==> src/rtl/uart_pkg.sv <==
// Shared UART definitions: FSM state encoding, data width and default baud divider.
// Used by both the transmit and receive paths.
package uart_pkg;

    localparam int DEFAULT_CLKS_PER_BIT = 868;
    localparam int UART_DATA_W          = 8;

    typedef enum logic [2:0] {
        IDLE   = 3'd0,
        START  = 3'd1,
        DATA   = 3'd2,
        PARITY = 3'd3,
        STOP   = 3'd4
    } uart_state_e;

endpackage

==> src/rtl/uart_baud_cnt.sv <==
// Bit-period counter: counts 0..CLKS_PER_BIT-1 while enabled, tick_o marks the last cycle.
// Held at zero by clr_i so the first period after a clear is always full length.
module uart_baud_cnt
    import uart_pkg::*;
#(
    parameter int CLKS_PER_BIT = DEFAULT_CLKS_PER_BIT
) (
    input  logic clk,
    input  logic reset,
    input  logic clr_i,
    input  logic en_i,
    output logic tick_o
);

    localparam int CNT_W = (CLKS_PER_BIT > 1) ? $clog2(CLKS_PER_BIT) : 1;
    localparam logic [CNT_W-1:0] LAST = CNT_W'(CLKS_PER_BIT - 1);

    logic [CNT_W-1:0] cnt_q;
    logic [CNT_W-1:0] cnt_d;

    assign tick_o = en_i && (cnt_q == LAST);

    always_comb begin
        cnt_d = cnt_q;
        if (clr_i || tick_o) begin
            cnt_d = '0;
        end else if (en_i) begin
            cnt_d = cnt_q + 1'b1;
        end
    end

    always_ff @(posedge clk or posedge reset) begin
        if (reset) begin
            cnt_q <= '0;
        end else begin
            cnt_q <= cnt_d;
        end
    end

endmodule

==> src/rtl/uart_tx.sv <==
// 8N1 UART transmitter with valid/ready byte input; all outputs registered.
// Define UART_TX_PARITY_EN to insert an even-parity bit (8E1/8E2 frames).
module uart_tx
    import uart_pkg::*;
#(
    parameter int CLKS_PER_BIT = DEFAULT_CLKS_PER_BIT,
    parameter int STOP_BITS    = 1
) (
    input  logic                   clk,
    input  logic                   reset,
    input  logic [UART_DATA_W-1:0] in_data,
    input  logic                   in_valid,
    output logic                   in_ready,
    output logic                   tx,
    output logic                   busy,
    output logic                   done
);

    localparam int IDX_W = $clog2(UART_DATA_W);
    localparam logic [IDX_W-1:0] LAST_BIT  = IDX_W'(UART_DATA_W - 1);
    localparam logic             LAST_STOP = 1'(STOP_BITS - 1);

    uart_state_e            state_q;
    logic [UART_DATA_W-1:0] shift_q;
    logic [IDX_W-1:0]       bit_idx_q;
    logic                   stop_idx_q;
    logic                   tx_q;
    logic                   ready_q;
    logic                   busy_q;
    logic                   done_q;
    logic                   tick;

    // The counter only runs inside a frame, so each accept starts a clean period.
    uart_baud_cnt #(
        .CLKS_PER_BIT(CLKS_PER_BIT)
    ) u_baud (
        .clk   (clk),
        .reset (reset),
        .clr_i (!busy_q),
        .en_i  (busy_q),
        .tick_o(tick)
    );

    always_ff @(posedge clk or posedge reset) begin
        if (reset) begin
            state_q    <= IDLE;
            shift_q    <= '0;
            bit_idx_q  <= '0;
            stop_idx_q <= 1'b0;
            tx_q       <= 1'b1;
            ready_q    <= 1'b1;
            busy_q     <= 1'b0;
            done_q     <= 1'b0;
        end else begin
            done_q <= 1'b0;
            case (state_q)
                IDLE: begin
                    if (in_valid && ready_q) begin
                        shift_q    <= in_data;
                        bit_idx_q  <= '0;
                        stop_idx_q <= 1'b0;
                        state_q    <= START;
                        tx_q       <= 1'b0;
                        ready_q    <= 1'b0;
                        busy_q     <= 1'b1;
                    end
                end
                START: begin
                    if (tick) begin
                        state_q   <= DATA;
                        bit_idx_q <= '0;
                        tx_q      <= shift_q[0];
                    end
                end
                DATA: begin
                    if (tick) begin
                        if (bit_idx_q == LAST_BIT) begin
`ifdef UART_TX_PARITY_EN
                            state_q <= PARITY;
                            tx_q    <= ^shift_q;
`else
                            state_q <= STOP;
                            tx_q    <= 1'b1;
`endif
                        end else begin
                            bit_idx_q <= bit_idx_q + 1'b1;
                            tx_q      <= shift_q[bit_idx_q + 1'b1];
                        end
                    end
                end
`ifdef UART_TX_PARITY_EN
                PARITY: begin
                    if (tick) begin
                        state_q <= STOP;
                        tx_q    <= 1'b1;
                    end
                end
`endif
                STOP: begin
                    if (tick) begin
                        if (stop_idx_q == LAST_STOP) begin
                            state_q <= IDLE;
                            ready_q <= 1'b1;
                            busy_q  <= 1'b0;
                            done_q  <= 1'b1;
                        end else begin
                            stop_idx_q <= stop_idx_q + 1'b1;
                        end
                    end
                end
                default: begin
                    state_q <= IDLE;
                    tx_q    <= 1'b1;
                    ready_q <= 1'b1;
                    busy_q  <= 1'b0;
                end
            endcase
        end
    end

    assign tx       = tx_q;
    assign in_ready = ready_q;
    assign busy     = busy_q;
    assign done     = done_q;

endmodule

==> config.mk <==
export PLATFORM = sky130hd
export DESIGN_NAME = uart_tx
export DESIGN_NICKNAME = d
export VERILOG_FILES = /design/src/rtl/uart_pkg.sv /design/src/rtl/uart_baud_cnt.sv /design/src/rtl/uart_tx.sv
export SDC_FILE = /design/constraint.sdc
export NUM_CORES = 1
export LEC_CHECK = 0
export CORE_UTILIZATION = 40
export CTS_CLUSTER_DIAMETER = 80
export DETAILED_ROUTE_END_ITERATION = 8
export PLACE_DENSITY = 0.64
export SYNTH_ARGS = -nofsm -noshare
export SYNTH_HDL_FRONTEND = slang
export SYNTH_SLANG_ARGS = --single-unit
==> constraint.sdc <==
create_clock -name clk -period 1.85 [get_ports clk]
set_input_delay 0.185 -clock clk [delete_from_list [all_inputs] [get_ports clk]]
set_output_delay 0.185 -clock clk [all_outputs]
set_load 0.03 [all_outputs]
==> results.json, run 1 <==
{
  "wirelength_met1_mm": 1.22,
  "synth_cell_types": 39,
  "switching_share_pct": 20.0,
  "die_width_um": 63.0,
  "period_minus_slack_ns": 1.76,
  "finalSetupViolations": 0,
  "hold_violations": 0,
  "highest_layer": "met4",
  "hold_path_class": "input pin to asynchronous set/reset pin",
  "grt_max_degree": 29,
  "required_ns": 2.06,
  "r2r-start": "bit_idx_q[0]",
  "syn_avg_cell_area_um2": 11.0,
  "fmax_ghz": 0.567,
  "grt_pass1_vias": 1013,
  "syn2layout_area_growth_pct": 18.1,
  "synth-seq-cells": 28,
  "core_um2": 3440,
  "insertion_delay_ns": 0.27,
  "synthFlopType": "dfrtp_1",
  "cts_tree": "built",
  "yosysTopAreaCell": "dfrtp_1",
  "clock_path_buffers": 2,
  "peakVddDrop_uv": 222,
  "combPwrFrac_pct": 3.4,
  "ios": 15,
  "dr.pass1.iters": 4,
  "avgViaCountPerCell": 5.34,
  "synth_most_common_cell": "dfrtp_1",
  "setup_tns_ns": 0,
  "reg2reg_depth": 6,
  "postCtsHoldBufs": 0,
  "wl_per_cell_um": 13.3,
  "holdWs_ns": 0.262,
  "die_area_um2": 3970,
  "fin_cells": 201,
  "synth_top_area_share_pct": 43.7,
  "wl_mm": 2.67,
  "crit_type": "flip-flop to flip-flop",
  "antenna_found_initial": 0,
  "synth_warnings": 0,
  "wl_met2_mm": 1.34,
  "power.internal_mw": 0.822,
  "yosys-top-cells-area": "dfrtp_1 44%, mux2_2 6.1%, xnor2_1 4.1%",
  "rsz0062_at_grt": "false",
  "crit_fanout": 3,
  "drt_iter0_drc": 48,
  "multi_input_area_um2": 733,
  "dp.cells": 197,
  "drive_gt1_share_pct": 21.9,
  "fin_skew_ns": 0.00331,
  "synth-edff-count": 0,
  "hpwl_mm": 1.98,
  "ys_async_sr_fraction_pct": 100,
  "power.switching_mw": 0.206,
  "worstMarginPinSlew_ns": 0.395,
  "outcome": "completed",
  "fill_cells": 316,
  "synthTopCellsByCount": "26 x dfrtp_1, 16 x nor2_1, 10 x nand3_1",
  "numCtsBuffers": 3,
  "initial_core_util_pct": 43.2,
  "htree_levels": 1,
  "p_seq_share_pct": 59.5,
  "vias": 1074,
  "postRouteAntennaNets": 0,
  "cap_viol_max_count": 0,
  "gp_congestion": 0.838,
  "rows": 21,
  "cts.clk_slew.worst_paths_ns": 0.10,
  "grt_pass1_wl_mm": 4.49,
  "period_share_pct": 95.3,
  "nNetsFinal": 170,
  "grt_usage_pct": 14.2,
  "synth_area_um2": 1490,
  "antenna_cells": 0,
  "power.leakage_nw": 0.781,
  "met3_length_um": 94,
  "ys_seq_area_share_pct": 47.3,
  "cts-root-buf": "clkbuf_8",
  "drc": 0,
  "die_h_um": 63.0,
  "grt_overflow": 0,
  "syn_inst": 135,
  "worst_setup_path_end_kind": "flip-flop",
  "post_cts_buffers": 0,
  "synthesis.nets": 149,
  "relSlewSlack_pct": 73.6,
  "pwr-share-clk_pct": 37.1,
  "startpoint_type": "flip-flop",
  "regArea_um2": 703,
  "slew_viol_final": 0,
  "clkSinkCount": 28,
  "portBuffers": 14,
  "arrival_ns": 1.97,
  "r2r_end": "tx",
  "rrSetupSlack_ns": 0.09,
  "power_density_nw_per_um2": 585
}
-- per-layer routing --
layer	global-route usage, %	vias up
li1	-	517
met1	18.6	532
met2	23.8	23
met3	2.19	2
met4	4.36	0
met5	0	-
-- flip-flops by register name, indices dropped and copies added, names as in the netlist --
name          flops
in_ready          1
done              1
busy              1
u_baud.cnt_q     10
shift_q           8
state_q           3
bit_idx_q         3
tx                1
-- kinds of logic after synthesis --
group                    count (synthesis)  synth area share, %
multiplexers                            14                 12.1
adder cells (fa/ha/maj)                  3                 2.52
AND/OR/NAND/NOR                         53                 19.8
AO/OA/AOI/OAI                           19                 9.34
flip-flops                              28                 47.3
buffers and inverters                   10                 4.29
XOR/XNOR                                 8                 4.71
-- power groups by stage --
stage | clock network [mW] | logic [mW] | registers (mW)
after floorplan | 0 | 0.00923 | 0.624
after global placement | 0 | 0.0361 | 0.624
after detailed placement | 0 | 0.0368 | 0.624
after CTS | 0.390 | 0.0368 | 0.612
after global routing | 0.414 | 0.0392 | 0.612
final | 0.381 | 0.0352 | 0.612
-- critical path: stages (launching register included) --
cell and delay, ns:
dfrtp_1 0.43, ha_4 0.17, ha_1 0.32, mux4_2 0.31, mux2i_1 0.14, nor2_1 0.06
o32a_1 0.28
-- worst max-delay path by stage --
stage	startpoint	to	slack, ns	cells past startpoint
6_report	bit_idx_q[0]	tx	0.09	6
2_1_floorplan	bit_idx_q[0]	tx	0.08	5
4_1_cts	bit_idx_q[0]	tx	0.007	5
5_1_grt	bit_idx_q[0]	tx	0.006	6
3_5_place_dp	bit_idx_q[0]	tx	0.02	5
3_3_place_gp	bit_idx_q[0]	tx	0.07	5
-- through the flow --
step                utilization (%)  power (mW)  setup slack (ns)  area [um^2]
floorplan                         -       0.633            0.0821         1490
global placement               49.1       0.660            0.0696         1690
detailed placement             49.1       0.660            0.0220         1690
CTS                            50.7        1.04           0.00701         1740
global route                   51.0        1.06           0.00605         1760
finish                         51.0        1.03            0.0877         1760
-- final cells by class --
| type | count | area share (%) |
|---|---|---|
| sequential | 28 | 40.0 |
| tap | 46 | 3.28 |
| inverter | 6 | 1.28 |
| multi-input combinational | 97 | 41.7 |
| clock buffer | 4 | 3.13 |
| timing repair buffer | 20 | 10.5 |
-- layout by cell type, fill, tap and decap left out, types with 2 or more instances in the layout --
cell	synthesis	final
inv_1	6	6
mux4_2	2	2
mux2i_1	3	3
a21o_2	2	2
nand2_1	9	9
o21ai_0	4	4
ha_1	3	2
xnor2_1	7	7
mux2_2	8	8
dfrtp_1	26	26
buf_4	0	6
nor2_1	16	16
a2bb2oi_1	2	2
clkbuf_8	1	4
nand3_1	10	10
or3_1	2	2
nor3_1	4	4
a21oi_1	6	6
clkdlybuf4s50_1	0	14
dfstp_2	2	2
-- timing repair --
item / CTS / global route
endpoints found under the setup margin: 0 / 1
endpoints found under the hold margin: 0 / 0
gates resized for setup: 0 / 1
Note: power is estimated with default switching activity, not from simulation.
==> run 2, diff against run 1 <==
--- a/config.mk
+++ b/config.mk
@@ -6,8 +6,9 @@
 export NUM_CORES = 1
 export LEC_CHECK = 0
 export CORE_UTILIZATION = 40
-export CTS_CLUSTER_DIAMETER = 80
+export CTS_CLUSTER_DIAMETER = 40
 export DETAILED_ROUTE_END_ITERATION = 8
+export GPL_TIMING_DRIVEN = 0
 export PLACE_DENSITY = 0.64
 export SYNTH_ARGS = -nofsm -noshare
 export SYNTH_HDL_FRONTEND = slang
==> run 2 against run 1 <==
Clock-buffer cell count is the same. Sequential share of layout area decreased by 0.21 points. Combinational power shrank 4%. First-iteration DRC count is 75% higher. Sequential power about the same. Via count is 3.7% lower. Die area unchanged. Sequential cell count unchanged. Critical path type unchanged.
==> results.json, run 2 (same netlist as run 1, synthesis figures left out) <==
{
  "rsz0062_at_grt": "true",
  "clock_path_buffers": 2,
  "postCtsHoldBufs": 0,
  "layout_common_cells": "25 x dfrtp_1, 16 x nor2_1, 14 x clkdlybuf4s50_1",
  "outcome": "completed",
  "fin_skew_ns": 0.00251,
  "worstMarginPinSlew_ns": 1.06,
  "rows": 21,
  "drt_iter0_drc": 84,
  "period_minus_slack_ns": 1.79,
  "crit_type": "flip-flop to flip-flop",
  "worst_setup_path_end_kind": "flip-flop",
  "required_ns": 2.06,
  "clkSinkCount": 28,
  "holdWs_ns": 0.466,
  "hold_violations": 0,
  "die_width_um": 63.0,
  "cts_tree": "built",
  "portBuffers": 14,
  "period_share_pct": 96.8,
  "htree_levels": 1,
  "hpwl_mm": 2.03,
  "startpoint_type": "flip-flop",
  "regArea_um2": 704,
  "die_area_um2": 3970,
  "critical_path.top_delay_family": "multiplexers",
  "antenna_found_initial": 0,
  "fill_cells": 306,
  "drive_gt1_share_pct": 22.9,
  "finalSetupViolations": 0,
  "core_um2": 3440,
  "wl_per_cell_um": 13.7,
  "largest-register": "u_baud.cnt_q",
  "pre_cts_slack_ns": -0.0276,
  "ios": 15,
  "nNetsFinal": 168,
  "vias": 1034,
  "cap_viol_max_count": 0,
  "wl_mm": 2.72,
  "avgViaCountPerCell": 5.20,
  "reg_top3": "u_baud.cnt_q: 10 flops, shift_q: 8 flops",
  "power.leakage_nw": 0.773,
  "layout.cell_area.non_filler_um2": 1770,
  "post_cts_buffers": 0,
  "cts.clk_slew.worst_paths_ns": 0.09,
  "multi_input_area_um2": 748,
  "grt_max_degree": 29,
  "drc": 0,
  "gp_congestion": 0.854,
  "insertion_delay_ns": 0.27,
  "cts-root-buf": "clkbuf_8",
  "critPathBufInv": 0,
  "crit_fanout": 4,
  "slew_viol_final": 0,
  "hold_path_class": "input pin to asynchronous set/reset pin",
  "grt_pass1_wl_mm": 5.06,
  "post_dp_cell_area_um2": 1690,
  "arrival_ns": 2.00,
  "crit_slowest_cell": "mux4_2",
  "max_stage_delay_ns": 0.50,
  "grt_usage_pct": 16.2,
  "postRouteAntennaNets": 0,
  "power_density_nw_per_um2": 579,
  "fmax_ghz": 0.558,
  "largest_reg_flops": 10,
  "final_core_util_pct": 51.4,
  "worst_slack_ns": 0.0589,
  "relSlewSlack_pct": 29.2,
  "numCtsBuffers": 3,
  "grt_pass1_vias": 1097,
  "layout_commonest_cell": "dfrtp_1",
  "syn2layout_area_growth_pct": 18.9,
  "grt_overflow": 0,
  "die_h_um": 63.0,
  "peakVddDrop_uv": 465,
  "crit_chain": "ha_4 -> mux4_2 -> mux2i_1 -> nor2_1 -> o32a_1",
  "dr.pass1.iters": 4,
  "initial_core_util_pct": 43.2,
  "antenna_cells": 0
}
[run 2: worst paths after layout]
| path | from | endpoint | slack [ns] | depth (start not counted) |
|---|---|---|---|---|
| hold reg to reg | u_baud.cnt_q[0] | u_baud.cnt_q[0] | 0.50 | 1 |
| min in group clk | u_baud.cnt_q[0] | u_baud.cnt_q[0] | 0.50 | 1 |
| max in group asynchronous | reset | bit_idx_q[0] | 0.68 | 2 |
| setup reg to reg | bit_idx_q[0] | tx | 0.06 | 5 |
| setup / recovery | bit_idx_q[0] | tx | 0.06 | 5 |
| hold / removal | reset | shift_q[7] | 0.47 | 2 |
[run 2: repair_timing]
| action | CTS | global route |
|---|---|---|
| resized for setup | 1 | 3 |
| setup endpoints to repair | 1 | 2 |
| pin swaps | 0 | 1 |
[run 2: cell type report]
type                    instances  share of cell area, %
repair buffers                 14                   7.92
inverters                       6                   1.27
clock buffers                   4                   3.11
plain buffers                   4                   2.33
well taps                      46                   3.25
flip-flops and latches         28                   39.8
multi-input cells              97                   42.3
[run 2: worst register-to-register path, cell delays in order, from the launching register on]
cell	delay (ns)
dfrtp_2	0.45
ha_4	0.30
mux4_2	0.50
mux2i_1	0.14
nor2_1	0.05
o32a_1	0.28
[run 2: through the flow]
stage / instances / setup TNS (ns) / total power, mW
after floorplan: 135 / 0 / 0.633
after global placement: 195 / -0.0196 / 0.658
after detailed placement: 195 / -0.0276 / 0.659
after CTS: 199 / 0 / 1.04
after global routing: 199 / -0.0144 / 1.06
final: 199 / 0 / 1.02
[run 2: layer usage]
metal	GRT usage, %	part of all wire (%)	vias up
li1	-	-	511
met1	20.3	45	505
met2	27.6	51	16
met3	4.38	3.6	2
met4	3.49	0.66	0
met5	0	0	-
[run 2: power by group]
part           leakage, nW  internal [mW]  switching [mW]
combinational        0.392         0.0185          0.0153
sequential           0.352          0.612               0
clock               0.0288          0.191           0.188
total                0.773          0.821           0.204
==> run 3, diff against run 2 <==
--- a/config.mk
+++ b/config.mk
@@ -10,6 +10,8 @@
 export DETAILED_ROUTE_END_ITERATION = 8
 export GPL_TIMING_DRIVEN = 0
 export PLACE_DENSITY = 0.64
+export SETUP_SLACK_MARGIN = 0.3
 export SYNTH_ARGS = -nofsm -noshare
 export SYNTH_HDL_FRONTEND = slang
 export SYNTH_SLANG_ARGS = --single-unit
+export TNS_END_PERCENT = 100
==> run 3 against run 2 <==
Design area rose by 9.6%. Combinational power fell by 3%. Core utilization rose by 4.9 points. Setup slack got worse by 0.019 ns. Final cell count rose by 8.0%. Critical endpoint unchanged. Power fell by 0.37%. Routed wire length rose by 8.3%. Clock-buffer cell count did not move. Via count rose by 5.8%.
==> results.json, run 3 (same netlist as run 1, synthesis figures left out) <==
{
  "slew_viol_final": 0,
  "layout_common_cells": "24 x dfrtp_1, 15 x nor2_1, 14 x buf_4",
  "die_area_um2": 3970,
  "power.leakage_nw": 0.871,
  "dr.pass1.iters": 4,
  "largest_reg_flops": 10,
  "grt_pass1_vias": 1110,
  "p_seq_share_pct": 59.9,
  "cts-root-buf": "clkbuf_8",
  "drt_iter0_drc": 51,
  "startpoint": "bit_idx_q[0]",
  "die_width_um": 63.0,
  "combPwrFrac_pct": 3.2,
  "outcome": "completed",
  "arrival_ns": 2.02,
  "htree_levels": 1,
  "rows": 21,
  "hold_violations": 0,
  "postRouteAntennaNets": 0,
  "grt_usage_pct": 15.9,
  "initial_core_util_pct": 43.2,
  "syn2layout_area_growth_pct": 30.4,
  "worstMarginPinSlew_ns": 1.02,
  "pwr-share-clk_pct": 36.9,
  "nNetsFinal": 184,
  "rsz0062_at_grt": "true",
  "post_dp_cell_area_um2": 1710,
  "reg_top3": "u_baud.cnt_q: 10 flops, shift_q: 8 flops",
  "period_minus_slack_ns": 1.81,
  "vias": 1094,
  "hold_path_class": "input pin to asynchronous set/reset pin",
  "r2r_end": "tx",
  "clock_path_buffers": 2,
  "startpoint_type": "flip-flop",
  "r2r-start": "bit_idx_q[0]",
  "required_ns": 2.06,
  "crit_chain": "ha_4 -> mux4_2 -> mux2i_1 -> nor2_1 -> o32a_1",
  "fmax_ghz": 0.552,
  "cap_viol_max_count": 0,
  "worst_setup_path_end_kind": "flip-flop",
  "antenna_found_initial": 0,
  "fin_cells": 215,
  "antenna_cells": 0,
  "max_stage_delay_ns": 0.49,
  "avgViaCountPerCell": 5.09,
  "hpwl_mm": 1.94,
  "reg2reg_depth": 5,
  "crit_type": "flip-flop to flip-flop",
  "grt_max_degree": 29,
  "period_share_pct": 97.9,
  "grt_pass1_wl_mm": 4.96,
  "wl_per_cell_um": 13.7,
  "crit_slowest_cell": "mux4_2",
  "core_um2": 3440,
  "clkSinkCount": 28,
  "wl_mm": 2.95,
  "finalSetupViolations": 0,
  "power.internal_mw": 0.821,
  "largest-register": "u_baud.cnt_q",
  "fin_skew_ns": 0.00213,
  "insertion_delay_ns": 0.27,
  "peakVddDrop_uv": 308,
  "switching_share_pct": 19.6,
  "ios": 15,
  "final_core_util_pct": 56.3,
  "power.switching_mw": 0.200,
  "rrSetupSlack_ns": 0.04,
  "cts.clk_slew.worst_paths_ns": 0.09,
  "postCtsHoldBufs": 0,
  "grt_overflow": 0,
  "crit_fanout": 3,
  "gp_congestion": 0.870,
  "layout.cell_area.non_filler_um2": 1940,
  "die_h_um": 63.0,
  "layout_commonest_cell": "dfrtp_1",
  "cts_tree": "built",
  "power_density_nw_per_um2": 526,
  "drc": 0,
  "drive_gt1_share_pct": 35.5,
  "numCtsBuffers": 3,
  "dp.cells": 195,
  "portBuffers": 14,
  "relSlewSlack_pct": 32.1
}
-- run 3: cell count changes in the layout (fill, tap and decap cells not counted), moves of 2 or more --
cell / delta
a21oi_2: +3
clkdlybuf4s50_1: -3
a21oi_1: -3
dlygate4sd2_1: +3
buf_4: +14
buf_6: +2
-- run 3: per-layer routing --
metal	share of wire, %	up-vias	track usage [%]
met1	42	519	20.0
met5	0	-	0
li1	-	542	-
met4	2.2	0	6.10
met3	3.9	7	2.37
met2	51	26	27.2
-- run 3: power by group through the flow --
stage / clock network (mW) / logic (mW) / registers [mW]
6_report: 0.376 / 0.0329 / 0.612
5_1_grt: 0.417 / 0.0372 / 0.612
4_1_cts: 0.390 / 0.0342 / 0.612
3_5_place_dp: 0 / 0.0343 / 0.624
3_3_place_gp: 0 / 0.0339 / 0.624
2_1_floorplan: 0 / 0.00923 / 0.624
-- run 3: worst max-delay path by stage --
stage / to / slack, ns / cells after the start
finish: tx / 0.04 / 5
CTS: tx / 0.02 / 5
floorplan: tx / 0.13 / 5
global route: tx / -0.03 / 5
global placement: tx / 0.05 / 5
detailed placement: tx / 0.02 / 6
-- run 3: final cells by class --
class | instances | area (um^2)
Buffer | 4 | 41.3
Clock buffer | 4 | 55.1
Fill cell | 305 | 1500
Inverter | 6 | 22.5
Multi-Input combinational cell | 97 | 793
Sequential cell | 28 | 706
Tap cell | 46 | 57.6
Timing Repair Buffer | 30 | 264
-- run 3: through the flow --
stage	worst slack [ns]	TNS (ns)	hold WS (ns)	power [mW]
finish	0.0397	0	0.447	1.02
global route	-0.0339	-0.0339	0.517	1.07
CTS	0.0230	0	0.495	1.04
detailed placement	0.0247	0	0.495	0.658
global placement	0.0547	0	0.482	0.658
floorplan	0.135	0	0.235	0.633
-- run 3: critical path, delay by kind of cell, from the launching register on --
family	cells	cell delay (ns)
AO/OA/AOI/OAI	1	0.28
adder cells (fa/ha/maj)	1	0.29
flip-flops	1	0.44
multiplexers	2	0.66
AND/OR/NAND/NOR	1	0.07
-- run 3: what timing repair did --
action | in CTS | in global routing
setup endpoints to repair | 6 | 16
gates resized for setup | 5 | 10
setup buffers | 8 | 8
pin swaps | 5 | 7
